### src/rtl/zeroriscy_mem_arbiter_if.sv
// rtl/zeroriscy_mem_arbiter_if.sv - core fetch/LSU ports and RAM port bundled for the memory arbiter
//
// Purpose
//   Groups every bus signal the arbiter touches: the zero-riscy instruction
//   fetch port, the LSU data port (both req/gnt/rvalid) and the single-port
//   RAM strobe interface. Signal names keep the core-side _i/_o suffixes as
//   seen from the arbiter.
//
// Modports
//   slave  : the arbiter (consumes requests and RAM read data, drives grants,
//            responses, RAM controls and oob_o)
//   master : the environment (core + RAM model)
//
// Parameters
//   ADDR_W : RAM word-address width, must match the arbiter's ADDR_W

interface zeroriscy_mem_arbiter_if #(
    parameter int ADDR_W = 15
);
    // instruction fetch port
    logic              instr_req_i;
    logic [31:0]       instr_addr_i;
    logic              instr_gnt_o;
    logic              instr_rvalid_o;
    logic [31:0]       instr_rdata_o;

    // LSU data port
    logic              data_req_i;
    logic              data_we_i;
    logic [3:0]        data_be_i;
    logic [31:0]       data_addr_i;
    logic [31:0]       data_wdata_i;
    logic              data_gnt_o;
    logic              data_rvalid_o;
    logic [31:0]       data_rdata_o;

    // RAM port
    logic              mem_en_o;
    logic              mem_we_o;
    logic [3:0]        mem_be_o;
    logic [ADDR_W-1:0] mem_addr_o;
    logic [31:0]       mem_wdata_o;
    logic [31:0]       mem_rdata_i;

    // access outside the RAM window
    logic              oob_o;

    modport slave (
        input  instr_req_i, instr_addr_i,
        output instr_gnt_o, instr_rvalid_o, instr_rdata_o,
        input  data_req_i, data_we_i, data_be_i, data_addr_i, data_wdata_i,
        output data_gnt_o, data_rvalid_o, data_rdata_o,
        output mem_en_o, mem_we_o, mem_be_o, mem_addr_o, mem_wdata_o,
        input  mem_rdata_i,
        output oob_o
    );

    modport master (
        output instr_req_i, instr_addr_i,
        input  instr_gnt_o, instr_rvalid_o, instr_rdata_o,
        output data_req_i, data_we_i, data_be_i, data_addr_i, data_wdata_i,
        input  data_gnt_o, data_rvalid_o, data_rdata_o,
        input  mem_en_o, mem_we_o, mem_be_o, mem_addr_o, mem_wdata_o,
        output mem_rdata_i,
        input  oob_o
    );
endinterface

### src/rtl/zeroriscy_mem_arbiter.sv
// rtl/zeroriscy_mem_arbiter.sv - shares one 1-cycle RAM between zero-riscy fetch and LSU ports
//
// Purpose
//   Grants at most one of {instruction fetch, LSU data} per cycle,
//   combinationally from the requests. Data wins a conflict unless it has
//   already been granted MAX_STREAK times in a row while a fetch was waiting,
//   in which case the fetch is forced through. The granted access drives the
//   RAM in the same cycle; the response is returned to the owner one cycle
//   later. Fully pipelined: a new grant can be issued every cycle.
//
// Ports
//   clk   : rising-edge clock
//   reset : asynchronous, active-high; gates every output to 0 while high
//   bus   : zeroriscy_mem_arbiter_if.slave (fetch port, LSU port, RAM port, oob_o)
//
// Parameters
//   ADDR_W     : RAM word-address width (RAM holds 2**ADDR_W 32-bit words)
//   BASE_ADDR  : byte address mapped onto RAM word 0
//   MAX_STREAK : consecutive data grants tolerated while a fetch waits (>= 1)

module zeroriscy_mem_arbiter #(
    parameter int          ADDR_W     = 15,
    parameter logic [31:0] BASE_ADDR  = 32'h8000_0000,
    parameter int          MAX_STREAK = 4
) (
    input logic                    clk,
    input logic                    reset,
    zeroriscy_mem_arbiter_if.slave bus
);

    localparam int             SW         = $clog2(MAX_STREAK + 1);
    localparam logic [SW-1:0]  STREAK_MAX = SW'(MAX_STREAK);
    // RAM window size in bytes; 33 bits so ADDR_W up to 30 does not overflow
    localparam logic [32:0]    WIN_BYTES  = 33'd1 << (ADDR_W + 2);

    // response owner encoding
    localparam logic [1:0] OWN_NONE  = 2'd0;
    localparam logic [1:0] OWN_INSTR = 2'd1;
    localparam logic [1:0] OWN_DATA  = 2'd2;

    logic [SW-1:0]     r_streak;
    logic [1:0]        r_owner;
    logic              r_we;
    logic              r_oob;

    logic              w_pick_data;
    logic              w_pick_instr;
    logic              w_gnt_data;
    logic              w_gnt_instr;
    logic              w_gnt_any;
    logic [31:0]       w_addr;
    logic [31:0]       w_off;
    logic              w_in_win;
    logic [ADDR_W-1:0] w_word;
    logic              w_rsp_instr;
    logic              w_rsp_data;

    // ------------------------------------------------------------------
    // Arbitration
    // ------------------------------------------------------------------
    always_comb begin
        // data yields only when the fetch has waited through a full streak
        w_pick_data  = bus.data_req_i && !(bus.instr_req_i && (r_streak >= STREAK_MAX));
        w_pick_instr = bus.instr_req_i && !w_pick_data;
        w_gnt_data   = w_pick_data  && !reset;
        w_gnt_instr  = w_pick_instr && !reset;
        w_gnt_any    = w_gnt_data || w_gnt_instr;
    end

    // ------------------------------------------------------------------
    // Address decode for the granted access
    // ------------------------------------------------------------------
    always_comb begin
        w_addr   = w_gnt_data ? bus.data_addr_i : bus.instr_addr_i;
        // unsigned wrap: addresses below BASE_ADDR become huge offsets and
        // therefore fall outside the window
        w_off    = w_addr - BASE_ADDR;
        w_in_win = ({1'b0, w_off} < WIN_BYTES);
        w_word   = w_off[ADDR_W+1:2];
    end

    // ------------------------------------------------------------------
    // RAM drive (same cycle as the grant)
    // ------------------------------------------------------------------
    always_comb begin
        bus.instr_gnt_o = w_gnt_instr;
        bus.data_gnt_o  = w_gnt_data;
        bus.mem_en_o    = w_gnt_any && w_in_win;
        bus.mem_we_o    = w_gnt_data && bus.data_we_i && w_in_win;
        bus.mem_be_o    = w_gnt_data  ? bus.data_be_i :
                          w_gnt_instr ? 4'hF : 4'h0;
        bus.mem_addr_o  = w_gnt_any  ? w_word : '0;
        bus.mem_wdata_o = w_gnt_data ? bus.data_wdata_i : 32'h0;
        bus.oob_o       = w_gnt_any && !w_in_win;
    end

    // ------------------------------------------------------------------
    // Starvation counter: counts data grants that overtook a waiting fetch
    // ------------------------------------------------------------------
    always_ff @(posedge clk or posedge reset) begin
        if (reset) begin
            r_streak <= '0;
        end else if (!bus.instr_req_i || w_gnt_instr) begin
            r_streak <= '0;
        end else if (w_gnt_data && (r_streak < STREAK_MAX)) begin
            r_streak <= r_streak + SW'(1);
        end
    end

    // ------------------------------------------------------------------
    // Response tracking: one outstanding slot, refilled every cycle
    // ------------------------------------------------------------------
    always_ff @(posedge clk or posedge reset) begin
        if (reset) begin
            r_owner <= OWN_NONE;
            r_we    <= 1'b0;
            r_oob   <= 1'b0;
        end else begin
            r_owner <= w_gnt_data  ? OWN_DATA  :
                       w_gnt_instr ? OWN_INSTR : OWN_NONE;
            r_we    <= w_gnt_data && bus.data_we_i;
            r_oob   <= w_gnt_any && !w_in_win;
        end
    end

    // ------------------------------------------------------------------
    // Response outputs; rdata is 0 for writes, out-of-window and non-owners
    // ------------------------------------------------------------------
    always_comb begin
        w_rsp_instr        = (r_owner == OWN_INSTR) && !reset;
        w_rsp_data         = (r_owner == OWN_DATA)  && !reset;
        bus.instr_rvalid_o = w_rsp_instr;
        bus.data_rvalid_o  = w_rsp_data;
        bus.instr_rdata_o  = (w_rsp_instr && !r_oob) ? bus.mem_rdata_i : 32'h0;
        bus.data_rdata_o   = (w_rsp_data && !r_oob && !r_we) ? bus.mem_rdata_i : 32'h0;
    end

endmodule
### src/flat_wrapper.sv
// flat-port wrapper written by rule: the top's interface ports become plain ports
module zeroriscy_mem_arbiter_flat 
#(
    parameter int          ADDR_W     = 15,
    parameter logic [31:0] BASE_ADDR  = 32'h8000_0000,
    parameter int          MAX_STREAK = 4
)
  (clk, reset, bus_instr_req_i, bus_instr_addr_i, bus_instr_gnt_o, bus_instr_rvalid_o, bus_instr_rdata_o, bus_data_req_i, bus_data_we_i, bus_data_be_i, bus_data_addr_i, bus_data_wdata_i, bus_data_gnt_o, bus_data_rvalid_o, bus_data_rdata_o, bus_mem_en_o, bus_mem_we_o, bus_mem_be_o, bus_mem_addr_o, bus_mem_wdata_o, bus_mem_rdata_i, bus_oob_o);
  zeroriscy_mem_arbiter_if #(.ADDR_W(ADDR_W)) bus_i ();
  input logic clk;
  input logic reset;
  input wire logic [$bits(bus_i.instr_req_i)-1:0] bus_instr_req_i;
  input wire logic [$bits(bus_i.instr_addr_i)-1:0] bus_instr_addr_i;
  output wire logic [$bits(bus_i.instr_gnt_o)-1:0] bus_instr_gnt_o;
  output wire logic [$bits(bus_i.instr_rvalid_o)-1:0] bus_instr_rvalid_o;
  output wire logic [$bits(bus_i.instr_rdata_o)-1:0] bus_instr_rdata_o;
  input wire logic [$bits(bus_i.data_req_i)-1:0] bus_data_req_i;
  input wire logic [$bits(bus_i.data_we_i)-1:0] bus_data_we_i;
  input wire logic [$bits(bus_i.data_be_i)-1:0] bus_data_be_i;
  input wire logic [$bits(bus_i.data_addr_i)-1:0] bus_data_addr_i;
  input wire logic [$bits(bus_i.data_wdata_i)-1:0] bus_data_wdata_i;
  output wire logic [$bits(bus_i.data_gnt_o)-1:0] bus_data_gnt_o;
  output wire logic [$bits(bus_i.data_rvalid_o)-1:0] bus_data_rvalid_o;
  output wire logic [$bits(bus_i.data_rdata_o)-1:0] bus_data_rdata_o;
  output wire logic [$bits(bus_i.mem_en_o)-1:0] bus_mem_en_o;
  output wire logic [$bits(bus_i.mem_we_o)-1:0] bus_mem_we_o;
  output wire logic [$bits(bus_i.mem_be_o)-1:0] bus_mem_be_o;
  output wire logic [$bits(bus_i.mem_addr_o)-1:0] bus_mem_addr_o;
  output wire logic [$bits(bus_i.mem_wdata_o)-1:0] bus_mem_wdata_o;
  input wire logic [$bits(bus_i.mem_rdata_i)-1:0] bus_mem_rdata_i;
  output wire logic [$bits(bus_i.oob_o)-1:0] bus_oob_o;
  assign bus_i.instr_req_i = bus_instr_req_i;
  assign bus_i.instr_addr_i = bus_instr_addr_i;
  assign bus_instr_gnt_o = bus_i.instr_gnt_o;
  assign bus_instr_rvalid_o = bus_i.instr_rvalid_o;
  assign bus_instr_rdata_o = bus_i.instr_rdata_o;
  assign bus_i.data_req_i = bus_data_req_i;
  assign bus_i.data_we_i = bus_data_we_i;
  assign bus_i.data_be_i = bus_data_be_i;
  assign bus_i.data_addr_i = bus_data_addr_i;
  assign bus_i.data_wdata_i = bus_data_wdata_i;
  assign bus_data_gnt_o = bus_i.data_gnt_o;
  assign bus_data_rvalid_o = bus_i.data_rvalid_o;
  assign bus_data_rdata_o = bus_i.data_rdata_o;
  assign bus_mem_en_o = bus_i.mem_en_o;
  assign bus_mem_we_o = bus_i.mem_we_o;
  assign bus_mem_be_o = bus_i.mem_be_o;
  assign bus_mem_addr_o = bus_i.mem_addr_o;
  assign bus_mem_wdata_o = bus_i.mem_wdata_o;
  assign bus_i.mem_rdata_i = bus_mem_rdata_i;
  assign bus_oob_o = bus_i.oob_o;
  zeroriscy_mem_arbiter #(.ADDR_W(ADDR_W), .BASE_ADDR(BASE_ADDR), .MAX_STREAK(MAX_STREAK)) u_core (.clk(clk), .reset(reset), .bus(bus_i));
endmodule
### config.mk
export PLATFORM = sky130hd
export DESIGN_NAME = zeroriscy_mem_arbiter_flat
export DESIGN_NICKNAME = d
export VERILOG_FILES = /design/src/rtl/zeroriscy_mem_arbiter_if.sv /design/src/rtl/zeroriscy_mem_arbiter.sv /design/src/flat_wrapper.sv
export SDC_FILE = /design/constraint.sdc
export NUM_CORES = 1
export LEC_CHECK = 0
export CAP_MARGIN = 10
export CORE_AREA = 8 8 95 97
export DETAILED_ROUTE_END_ITERATION = 10
export DIE_AREA = 0 0 103 105
export PLACE_DENSITY = 0.84
export RECOVER_POWER = 50
export REMOVE_ABC_BUFFERS = 1
export SLEW_MARGIN = 10
export SYNTH_ARGS = -nofsm -noshare
export SYNTH_HDL_FRONTEND = slang
export SYNTH_SLANG_ARGS = --single-unit
### constraint.sdc
create_clock -name clk -period 1.57 [get_ports clk]
set_input_delay 0.2355 -clock clk [delete_from_list [all_inputs] [get_ports clk]]
set_output_delay 0.2355 -clock clk [all_outputs]
set_load 0.02 [all_outputs]
; ---- Word level (Yosys, flattened, before mapping)
; Index checks and enable logic that the tools add are counted.
[classes]
n_eq_ne = 2
n_reduce_logical = 25
muxes = 11
addsub = 2
magnitude_cmp = 3
[op_table]
columns = cell, count
row1 = $mux W32, 4
row2 = $lt A32 B18 Y1 const B, 1
row3 = $sub A32 B32 Y32 const B, 1
row4 = $logic_and A1 B1 Y1, 15
row5 = $mux W15, 1
row6 = $mux W4, 2
row7 = $logic_not A1 Y1, 7
row8 = $mux W3, 2
row9 = $add A3 B1 Y3 const B, 1
row10 = $ge A3 B3 Y1 const B, 1
row11 = $lt A3 B3 Y1 const B, 1
row12 = $eq A2 B1 Y1 const B, 1
row13 = $eq A2 B2 Y1 const B, 1
row14 = $logic_or A1 B1 Y1, 2
row15 = $mux W2, 1
row16 = $reduce_bool A2 Y1, 1
row17 = $mux W1, 1
[totals]
input_bits = 137
regBits = 7

; ---- Longest topological paths before layout
; Gate-level depths: netlist of run 1.
[depth]
ltp_word = 10
ltp_mapped = 5
mapped_depth_nobuf = 4

; ---- Worst setup path after synthesis of run 1
; OpenSTA, ideal clock, no wires.
[synth_path]
kind = register -> output
startpoint = register u_core.r_owner[0]
endpoint = output port bus_data_rdata_o[10]
t_arrival_ns = 1.470
slack_ns = -0.135
stages_incl_launch_ff = 5
cell_sequence = dfrtp_1 -> nor3b_2 -> nor3b_4 -> buf_6 -> and2_1
[synth_via]
elab_chain_cells = 5
[synth_lines]
columns = element, line
row1 = "start, declared", zeroriscy_mem_arbiter.sv:42  ; logic [1:0] r_owner;
row2 = "start signal, assigned", zeroriscy_mem_arbiter.sv:119  ; r_owner <= w_gnt_data ? OWN_DATA :
row3 = $eq A2 B2 Y1, zeroriscy_mem_arbiter.sv:131  ; w_rsp_data = (r_owner == OWN_DATA) && !reset;
row4 = $logic_and A1 B1 Y1, zeroriscy_mem_arbiter.sv:131
row5 = via bus_data_rvalid_o, flat_wrapper.sv:23  ; output wire logic [$bits(bus_i.data_rvalid_o)-1:0] bus_data_rvalid_o;
row6 = $logic_and A1 B1 Y1 (2 in series), zeroriscy_mem_arbiter.sv:135  ; bus.data_rdata_o = (w_rsp_data && !r_oob && !r_we) ? bus.mem_rdata_i : 32'h0;
row7 = $mux W32, zeroriscy_mem_arbiter.sv:135
row8 = "end, declared", flat_wrapper.sv:24  ; output wire logic [$bits(bus_i.data_rdata_o)-1:0] bus_data_rdata_o;
; The timed path passes the listed nets, and every way through them passes these cells.

; ---- Worst setup path in the final report of run 1
[layout_path]
startpoint = register u_core.r_owner[0]
endpoint = output port bus_instr_rdata_o[10]
[layout_via]
elab_chain_cells = 4
[layout_lines]
columns = element, line
row1 = $eq A2 B1 Y1, zeroriscy_mem_arbiter.sv:130  ; w_rsp_instr = (r_owner == OWN_INSTR) && !reset;
row2 = $logic_and A1 B1 Y1, zeroriscy_mem_arbiter.sv:130
row3 = $logic_and A1 B1 Y1, zeroriscy_mem_arbiter.sv:134  ; bus.instr_rdata_o = (w_rsp_instr && !r_oob) ? bus.mem_rdata_i : 32'h0;
row4 = $mux W32, zeroriscy_mem_arbiter.sv:134
row5 = "end, declared", flat_wrapper.sv:16  ; output wire logic [$bits(bus_i.instr_rdata_o)-1:0] bus_instr_rdata_o;
; Every way passes these cells.

==> results of run 1 <==
==> how the worst max path moves through the flow <==
stage                 startpoint                     to
4_1_cts        u_core.r_owner[0]   bus_data_rdata_o[10]
6_report       u_core.r_owner[0]  bus_instr_rdata_o[10]
5_1_grt        u_core.r_owner[0]   bus_data_rdata_o[10]
2_1_floorplan  u_core.r_owner[0]    bus_data_rdata_o[0]
3_5_place_dp               reset   bus_data_rdata_o[29]
3_3_place_gp               reset   bus_data_rdata_o[23]
==> cells by family (layout without fill, tap and decap cells) <==
group	count (synthesis)	in the layout	share of synthesized area [%]
adders and majority gates	1	1	0.961
buffers and inverters	18	312	8.17
and+or+nand+nor	125	125	61.8
DFF	7	7	13.5
other	0	2	0
AOI/OAI and AO/OA	26	26	15.6
==> metal layers <==
metal / up-vias / global-route usage, % / routed length [um]
met5: - / 0 / 0
li1: 1185 / - / -
met1: 1135 / 13.8 / 3430
met2: 169 / 34.5 / 6550
met4: 0 / 4.24 / 204
met3: 14 / 8.10 / 1510
==> state kept, by name (all words and copies together) (netlist names) <==
signal / flops
u_core.r_oob: 1
u_core.r_we: 1
u_core.r_streak: 3
u_core.r_owner: 2
==> where the power goes <==
group	leakage [nW]	switching, mW	internal (mW)
Sequential	0.0918	0.00577	0.189
Clock	0.0228	0.0784	0.176
Combinational	2.20	0.391	0.639
==> critical path, stage by stage (launching register included) <==
cell and delay [ns]:
dfrtp_1 0.39, buf_4 0.13, nor3b_2 0.15, and2b_2 0.27, clkbuf_16 0.19, and2_4 0.16
buf_6 0.12
==> cell usage after synthesis <==
cell type	count	area, um^2
and2_1	97	607
a22o_1	16	140
buf_2	7	35.0
dfrtp_1	7	175
nand2_1	6	22.5
a21oi_1	5	25.0
buf_6	4	45.0
nor3_1	4	20.0
nor4_1	4	25.0
inv_1	3	11.3
clkbuf_1	2	7.51
inv_2	2	7.51
nand3_1	2	10.0
nand4_1	2	12.5
nor3b_2	2	25.0
nor4b_1	2	17.5
a2111oi_0	1	8.76
a21o_1	1	7.51
and2b_1	1	7.51
ha_1	1	12.5
nand3_2	1	10.0
nor2_1	1	3.75
nor2b_2	1	8.76
nor3_4	1	16.3
nor3b_4	1	18.8
o21a_1	1	7.51
o21ai_1	1	5.00
o32ai_1	1	8.76
==> area by class of cell <==
class | instances | area, um^2
Clock buffer | 4 | 45.0
Antenna cell | 2 | 5.00
Timing Repair Buffer | 303 | 3210
Inverter | 5 | 23.8
Sequential cell | 7 | 176
Tap cell | 102 | 128
Fill cell | 558 | 2590
Multi-Input combinational cell | 152 | 1350
==> repair_timing <==
| action | 4_1_cts | 5_1_grt |
|---|---|---|
| resized for setup | 708 | 222 |
| buffers inserted | 8 | 17 |
| hold buffers | 0 | 0 |
| pin swaps | 17 | 47 |
| setup endpoints to repair | 122 | 121 |
| cloned | 3 | 10 |
==> out/results.tsv, run 1 <==
stage	metric	value	unit
cts	clk sink count	7	
grt	total overflow reported by the global router	0	
sta	count of pins over their slew limit	0	
setup_path	Worst Path Max Fanout	8	
layout	fin nets	610	
cts	TritonCTS clock tree	yes	
pwr	power density over the cells	300	nW/um^2
floorplan	Std-Cell Rows	32	
grt	maximum number of pins on one net before global-route repair	37	
layout	commonest cells after routing, fill and taps aside	144 x buf_6, 99 x clkdlybuf4s50_1, 89 x and2_4	
setup_path	startpoint type of the worst setup path	flip-flop	
floorplan	area of the placeable core	7530	um^2
pwr	Peak supply drop	0.241	mV
pwr	post-layout power	1.48	mW
cts	Clock H-tree levels	1	
sta	post-route setup slack	-0.312	ns
min_path	worst min-delay path class	in2reg	
floorplan	Initial Utilization	17.3	%
drt	number of nets with antenna violations after detailed routing	0	
placement	DP Wirelength	8620	um
grt	All-Layer GR Usage	17.0	%
cts	TritonCTS buffer count	3	
grt	via count of the first global-routing pass	2677	
sta	Max transition margin	69.2	%
setup_path	setup slack on the worst flop-to-flop path	0.22	ns
setup_path	worst reg2reg startpoint	u_core.r_streak[2]	
sta	worst clock skew on the final layout	0.00279	ns
drt	via density per instance	4.35	
cts	root buffer cell	clkbuf_8	
grt	antenna violations before repair	2	
setup_path	critical path class	reg2out	
yosys	Avg Cell Area, Syn	7.35	um^2
outcome	violated checks	negative setup slack	
floorplan	y dimension of the die	105	um
placement	number of port buffers	254	
sta	setup repair after global routing missed its margin	true	
drt	vias after detailed routing	2503	
pwr	standby leakage power	2.31	nW
placement	Placed Instances	539	
sta	Setup TNS Final	-23.88	ns
yosys	Unique masters post-synth	28	
layout	Post-Layout Cell Count	575	
grt	first-pass GRT wire length	14500	um
drt	# DRC	0	
layout	post-layout utilization of the core	65.5	%
layout	fin area	4930	um^2
drt	violation count after the first detailed-routing iteration	36	
cts	Clk Latency, worst-skew pair	0.23	ns
drt	average wire length per cell after detail routing	20.3	um
sta	measured slew at the worst slew-check pin	0.462	ns
yosys	share of the yosys chip area belonging to registers	13.5	%
setup_path	Crit. End Element	primary output	
placement	weighted congestion at the end of routability-driven global placement	0.811	
sta	time the final worst path needs with I/O delays and setup	1.88	ns
setup_path	path depth of the worst reg2reg path	6	
floorplan	Die Wd	103	um
cts	maximum count of clock buffers along a single path	2	
yosys	number of warning messages in the yosys log	0	
sta	final-report hold violation count	0	
job	Max Cap Violations	0	
cts	post-CTS clock slew at the launch and capture registers of the worst setup and hold paths	0.04	ns
drt	DRT Pass-1 Iters	6	
yosys	number of synthesized register bits	7	
sta	post-route clock period utilization	120	%
setup_path	R2R Path End	u_core.r_oob	
layout	most common cell after layout, fill and taps aside	buf_6	
yosys	netlist area before placement	1300	um^2
setup_path	critical path arrival	1.65	ns
min_path	startpoint of the worst hold path	bus_instr_req_i	
min_path	number of stages on the worst hold path	2	
setup_path	Worst Path Required	1.33	ns
sta	highest attainable clock frequency	0.531	GHz
outcome	result of the run	finished with violations	
sta	worst hold slack across all endpoints	0.322	ns
layout	fraction of layout instances using a drive strength above 1	63.7	%
sta	final count of negative-setup-slack endpoints	120	
placement	placed cell area	4070	um^2
floorplan	die outline area	10800	um^2
layout	relative area change from synthesis to final layout	279	%
drt	Routed WL	11700	um
placement	worst slack at placement	-0.908	ns
min_path	hold-critical path endpoint	u_core.r_streak[0]	
floorplan	number of primary I/O pins	259	
yosys	Post-Syn Instances	177	
Power figures use the tool's default switching activity.
==> run 2: changes to the inputs <==
--- a/config.mk
+++ b/config.mk
@@ -6,11 +6,12 @@
 export NUM_CORES = 1
 export LEC_CHECK = 0
 export CAP_MARGIN = 10
-export CORE_AREA = 8 8 95 97
+export CELL_PAD_IN_SITES_DETAIL_PLACEMENT = 1
+export CELL_PAD_IN_SITES_GLOBAL_PLACEMENT = 1
+export CORE_MARGIN = 8
+export CORE_UTILIZATION = 10
 export DETAILED_ROUTE_END_ITERATION = 10
-export DIE_AREA = 0 0 103 105
-export PLACE_DENSITY = 0.84
-export RECOVER_POWER = 50
+export PLACE_DENSITY = 0.87
 export REMOVE_ABC_BUFFERS = 1
 export SLEW_MARGIN = 10
 export SYNTH_ARGS = -nofsm -noshare
==> out/results.tsv, run 2 (synthesis results as in run 1) <==
stage	metric	value	unit	change
drt	# DRC	0		unchanged
floorplan	number of primary I/O pins	259		unchanged
cts	Clock H-tree levels	1		unchanged
cts	root buffer cell	clkbuf_16		
grt	All-Layer GR Usage	12.5	%	-4.5 points
drt	Routed WL	12900	um	+10%
drt	average wire length per cell after detail routing	19.7	um	-3.2%
sta	count of pins over their slew limit	0		unchanged
floorplan	y dimension of the die	130	um	+24%
setup_path	startpoint type of the worst setup path	flip-flop		
sta	post-route clock period utilization	118	%	-1.9 points
setup_path	Buf+Inv Stages, Crit Path	3		unchanged
placement	placed cell area	4180	um^2	+2.6%
layout	most common cell after layout, fill and taps aside	buf_6		
sta	worst hold slack across all endpoints	0.195	ns	-0.127 ns
cts	Clk Latency, worst-skew pair	0.24	ns	about the same
layout	post-layout utilization of the core	41.4	%	-24 points
grt	maximum number of pins on one net before global-route repair	33		-11%
grt	first-pass GRT wire length	16100	um	+11%
placement	DP Wirelength	9690	um	+12%
layout	register with the most flip-flops	u_core.r_streak		
floorplan	area of the placeable core	12700	um^2	+68%
layout	Multi-input gate area	1360	um^2	+0.74%
sta	Max transition margin	69.0	%	-0.18 points
drt	DRT Pass-1 Iters	2		-4
placement	weighted congestion at the end of routability-driven global placement	0.810		-0.11%
floorplan	Die Wd	130	um	+26%
layout	relative area change from synthesis to final layout	304	%	
sta	measured slew at the worst slew-check pin	0.453	ns	-0.00899 ns
sta	post-route setup slack	-0.282	ns	+0.0298 ns
pwr	standby leakage power	2.51	nW	+8.4%
pwr	Peak supply drop	0.240	mV	-0.43%
setup_path	path depth of the worst reg2reg path	8		+2
min_path	worst min-delay path class	in2async		
cts	TritonCTS buffer count	3		unchanged
sta	setup repair after global routing missed its margin	true		
sta	highest attainable clock frequency	0.540	GHz	+1.6%
floorplan	Std-Cell Rows	41		+28%
sta	worst clock skew on the final layout	0.00382	ns	+0.00103 ns
cts	TritonCTS clock tree	yes		
setup_path	Crit. End Element	primary output		
layout	number of flip-flops in the largest register	3		unchanged
layout	fin area	5250	um^2	+6.5%
sta	time the final worst path needs with I/O delays and setup	1.85	ns	-0.0298 ns
drt	number of nets with antenna violations after detailed routing	0		unchanged
grt	via count of the first global-routing pass	2887		+7.8%
setup_path	critical path arrival	1.62	ns	-0.03 ns
setup_path	Worst Path Max Fanout	16		+8
pwr	power density over the cells	326	nW/um^2	+8.8%
setup_path	library cell contributing the largest single delay on the critical path	dfrtp_1		
placement	number of port buffers	254		unchanged
drt	vias after detailed routing	2579		+3.0%
sta	final count of negative-setup-slack endpoints	119		-0.83%
setup_path	Worst path max stage delay	0.38	ns	about the same
grt	antenna violations before repair	3		+1
cts	post-CTS clock slew at the launch and capture registers of the worst setup and hold paths	0.04	ns	about the same
floorplan	die outline area	16900	um^2	+56%
setup_path	Worst Path Required	1.33	ns	about the same
setup_path	WP depth	6		unchanged
sta	final-report hold violation count	0		unchanged
grt	total overflow reported by the global router	0		unchanged
cts	maximum count of clock buffers along a single path	2		unchanged
job	Max Cap Violations	0		unchanged
layout	commonest cells after routing, fill and taps aside	133 x buf_6, 99 x clkdlybuf4s50_1, 85 x and2_4		
layout	Storage cell area	175	um^2	-0.71%
outcome	result of the run	finished with violations		
setup_path	ordered list of cells on the worst path	nor3b_2 -> nor3b_4 -> buf_4 -> buf_12 -> and2_1 -> buf_6		
floorplan	Initial Utilization	10.3	%	-7.0 points
layout	fin nets	619		+1.5%
layout	fraction of layout instances using a drive strength above 1	63.3	%	-0.36 points
layout	filler cell count	1412		+150%
setup_path	category of cells accounting for the largest share of critical-path delay	simple AND/OR/NAND/NOR gates		
setup_path	critical path class	reg2out		
outcome	violated checks	negative setup slack		
drt	violation count after the first detailed-routing iteration	27		-25%
layout	largest registers ranked by flip-flop count	u_core.r_streak x3, u_core.r_owner x2		
drt	via density per instance	3.94		-9.4%
cts	clk sink count	7		unchanged
sta	Setup TNS Final	-21.22	ns	+2.65 ns
cts	number of hold-repair buffers added at the cts stage	0		unchanged
run 2: cell types whose count changed in the layout (fill, tap and decap cells not counted), moves of 4 or more:
cell / before / now
buf_4: 21 / 34
dlymetal6s2s_1: 0 / 12
buf_6: 144 / 133
buf_2: 7 / 0
clkbuf_2: 3 / 9
clkdlybuf4s15_1: 10 / 4
dlygate4sd2_1: 8 / 3
and2_1: 8 / 12
and2_4: 89 / 85
clkbuf_16: 4 / 8
run 2: power breakdown:
group | total (mW) | internal [mW] | switching [mW]
Clock | 0.441 | 0.338 | 0.102
Combinational | 1.08 | 0.673 | 0.404
Sequential | 0.194 | 0.189 | 0.00573
Total | 1.71 | 1.20 | 0.512
run 2: final cells by class:
| cell class | count | share of cell area (%) |
|---|---|---|
| antenna | 2 | 0.0953 |
| inverter | 5 | 0.453 |
| tap | 172 | 4.10 |
| clock buffer | 4 | 1.50 |
| timing repair buffer | 312 | 64.7 |
| multi-input combinational | 152 | 25.8 |
| sequential | 7 | 3.34 |
run 2: metrics by stage:
stage / worst slack (ns) / power, mW / instances
finish: -0.282 / 1.71 / 654
global route: -0.363 / 1.79 / 654
CTS: -0.282 / 1.59 / 638
detailed placement: -0.919 / 1.06 / 613
global placement: -0.886 / 1.04 / 613
floorplan: -0.302 / 0.438 / 164
run 2: repair_timing:
| item | CTS | global route |
|---|---|---|
| gates resized for setup | 662 | 240 |
| pin swaps | 31 | 66 |
| cloned | 6 | 7 |
| setup buffers | 16 | 12 |
| hold endpoints to repair | 0 | 0 |
| endpoints found under the setup margin | 121 | 122 |
run 2: final timing paths:
path	slack, ns	start	endpoint
min in group clk	0.51	reset	u_core.r_owner[0]
max reg2reg	0.07	u_core.r_streak[2]	u_core.r_oob
min	0.20	reset	u_core.r_streak[0]
min reg2reg	0.55	u_core.r_streak[1]	u_core.r_streak[1]
max in group asynchronous	1.24	reset	u_core.r_owner[1]
max	-0.28	u_core.r_owner[0]	bus_data_rdata_o[13]
run 2: routing by layer:
metal	wire length, um	global-route usage (%)	vias to the layer above
met2	6940	24.8	192
met4	161	3.21	2
met1	3970	10.7	1173
met3	1780	6.32	9
li1	-	-	1203
met5	13	0	-
run 2: worst reg2reg max path, stage by stage, from the launching register on:
cell and delay, ns:
dfrtp_1 0.39, nand2_1 0.08, nand3_2 0.11, clkinv_4 0.11, buf_6 0.13, buf_6 0.10
a22o_1 0.19, buf_4 0.14, buf_4 0.13
==> run 3: changes to the inputs <==
--- a/config.mk
+++ b/config.mk
@@ -10,6 +10,7 @@
 export CELL_PAD_IN_SITES_GLOBAL_PLACEMENT = 1
 export CORE_MARGIN = 8
 export CORE_UTILIZATION = 10
+export CTS_CLUSTER_SIZE = 28
 export DETAILED_ROUTE_END_ITERATION = 10
 export PLACE_DENSITY = 0.87
 export REMOVE_ABC_BUFFERS = 1
@@ -17,3 +18,4 @@
 export SYNTH_ARGS = -nofsm -noshare
 export SYNTH_HDL_FRONTEND = slang
 export SYNTH_SLANG_ARGS = --single-unit
+export TNS_END_PERCENT = 1
==> out/results.tsv, run 3 (synthesis results as in run 1) <==
stage	metric	value	unit	change
floorplan	y dimension of the die	130	um	unchanged
layout	largest registers ranked by flip-flop count	u_core.r_streak x3, u_core.r_owner x2		
placement	number of port buffers	254		unchanged
layout	commonest cells after routing, fill and taps aside	111 x clkdlybuf4s50_1, 100 x buf_6, 54 x and2_4		
drt	Routed WL	11400	um	-11%
pwr	power density over the cells	336	nW/um^2	+2.9%
grt	All-Layer GR Usage	12.3	%	-0.17 points
layout	post-layout utilization of the core	37.3	%	-4.1 points
layout	filler cell count	1472		+4.2%
sta	measured slew at the worst slew-check pin	0.440	ns	-0.0127 ns
min_path	worst min-delay path class	in2async		
sta	Max transition margin	69.9	%	+0.87 points
sta	worst clock skew on the final layout	0.00415	ns	+0.000332 ns
job	Max Cap Violations	0		unchanged
layout	fin nets	602		-2.7%
cts	number of hold-repair buffers added at the cts stage	0		unchanged
sta	time the final worst path needs with I/O delays and setup	1.85	ns	-0.00343 ns
floorplan	number of primary I/O pins	259		unchanged
setup_path	ordered list of cells on the worst path	nor3b_2 -> nor3b_4 -> buf_4 -> buf_12 -> and2_4 -> buf_6		
grt	maximum number of pins on one net before global-route repair	33		unchanged
drt	# DRC	0		unchanged
drt	vias after detailed routing	2459		-4.7%
sta	post-route setup slack	-0.279	ns	+0.00343 ns
cts	maximum count of clock buffers along a single path	2		unchanged
layout	relative area change from synthesis to final layout	263	%	
layout	Post-Layout Cell Count	636		-2.8%
placement	weighted congestion at the end of routability-driven global placement	0.810		unchanged
drt	average wire length per cell after detail routing	17.9	um	-8.9%
sta	final count of negative-setup-slack endpoints	118		-0.84%
sta	highest attainable clock frequency	0.541	GHz	+0.19%
cts	Clock H-tree levels	1		unchanged
drt	via density per instance	3.87		-2.0%
sta	count of pins over their slew limit	0		unchanged
drt	total length of routed met3 wires	1790	um	+0.45%
setup_path	library cell contributing the largest single delay on the critical path	dfrtp_1		
drt	violation count after the first detailed-routing iteration	17		-37%
cts	post-CTS clock slew at the launch and capture registers of the worst setup and hold paths	0.04	ns	about the same
setup_path	Worst path max stage delay	0.38	ns	about the same
cts	TritonCTS buffer count	3		unchanged
grt	total overflow reported by the global router	0		unchanged
placement	Placed Instances	613		unchanged
floorplan	area of the placeable core	12700	um^2	unchanged
sta	final-report hold violation count	0		unchanged
layout	number of flip-flops in the largest register	3		unchanged
setup_path	Worst Path Required	1.33	ns	about the same
grt	via count of the first global-routing pass	2865		-0.76%
floorplan	die outline area	16900	um^2	unchanged
outcome	violated checks	negative setup slack		
setup_path	critical path class	reg2out		
layout	most common cell after layout, fill and taps aside	clkdlybuf4s50_1		
grt	antenna violations before repair	2		-1
cts	clk sink count	7		unchanged
floorplan	Std-Cell Rows	41		unchanged
drt	top sig layer	met5		
outcome	result of the run	finished with violations		
sta	post-route clock period utilization	118	%	-0.22 points
layout	fraction of layout instances using a drive strength above 1	51.2	%	-12 points
pwr	standby leakage power	2.19	nW	-13%
cts	TritonCTS clock tree	yes		
drt	Met1 Wirelength	3560	um	-10%
setup_path	Worst Path Max Fanout	16		unchanged
placement	DP Wirelength	9690	um	unchanged
layout	register with the most flip-flops	u_core.r_streak		
cts	Clk Latency, worst-skew pair	0.24	ns	about the same
floorplan	Initial Utilization	10.3	%	unchanged
cts	root buffer cell	clkbuf_16		
setup_path	Crit. End Element	primary output		
drt	number of nets with antenna violations after detailed routing	0		unchanged
grt	first-pass GRT wire length	15900	um	-1.2%
placement	worst slack at placement	-0.919	ns	unchanged
setup_path	critical path arrival	1.61	ns	about the same
pwr	Peak supply drop	0.239	mV	-0.30%
setup_path	Buf+Inv Stages, Crit Path	3		unchanged
floorplan	Die Wd	130	um	unchanged
drt	amount of wire on met2 after detailed routing	5900	um	-15%
drt	DRT Pass-1 Iters	2		unchanged
setup_path	category of cells accounting for the largest share of critical-path delay	simple AND/OR/NAND/NOR gates		
sta	setup repair after global routing missed its margin	true		
setup_path	startpoint type of the worst setup path	flip-flop		
run 3: power breakdown:
part           leakage [nW]  internal [mW]  switching [mW]  total (mW)
registers            0.0935          0.189         0.00570       0.194
logic                  2.06          0.590           0.360       0.950
clock network        0.0382          0.339           0.104       0.443
total                  2.19           1.12           0.469        1.59
run 3: stage by stage:
stage                     instance area (um^2)  setup TNS, ns  hold WS, ns  total power [mW]
after floorplan                           1210         -15.85       0.0707             0.438
after global placement                    4180         -93.44        0.521              1.04
after detailed placement                  4180         -96.96        0.524              1.06
after CTS                                 4590         -19.26        0.276              1.58
after global routing                      4730         -26.91        0.313              1.66
final                                     4730         -17.62        0.259              1.59
run 3: final timing paths:
kind	from	to	slack, ns	cells after the start
worst min register to register	u_core.r_streak[1]	u_core.r_streak[1]	0.55	2
worst max register to register	u_core.r_streak[2]	u_core.r_oob	0.01	8
worst min-delay path	reset	u_core.r_streak[0]	0.26	3
worst max-delay path	u_core.r_owner[0]	bus_data_rdata_o[24]	-0.28	6
max in group asynchronous	reset	u_core.r_owner[1]	1.18	3
min in group clk	u_core.r_streak[1]	u_core.r_streak[1]	0.55	2
run 3: worst reg2reg max path, cell delays in order (launching register included):
cell and delay [ns]:
dfrtp_1 0.41, nand2_1 0.09, nand3_2 0.12, clkinv_4 0.10, buf_4 0.14, buf_4 0.12
a22o_1 0.19, buf_4 0.14, buf_4 0.13
run 3: area by class of cell:
type                            instances  area (um^2)  share of cell area (%)
Timing Repair Buffer                  295         3000                    63.5
Clock buffer                            4         78.8                    1.67
Tap cell                              172          215                    4.55
Multi-Input combinational cell        152         1230                    26.0
Sequential cell                         7          175                    3.70
Inverter                                5         23.8                   0.503
Antenna cell                            1         2.50                  0.0529
run 3: metal layers:
metal | vias to the layer above | GRT usage [%]
met2 | 192 | 24.3
met1 | 1090 | 10.6
met4 | 2 | 3.21
li1 | 1166 | -
met5 | - | 0
met3 | 9 | 6.45
run 3: repair_timing:
item	in CTS	in global routing
cloned	3	0
setup endpoints to repair	121	122
endpoints found under the hold margin	0	0
buffers inserted	15	1
pin swaps	35	34
gates resized for setup	730	47
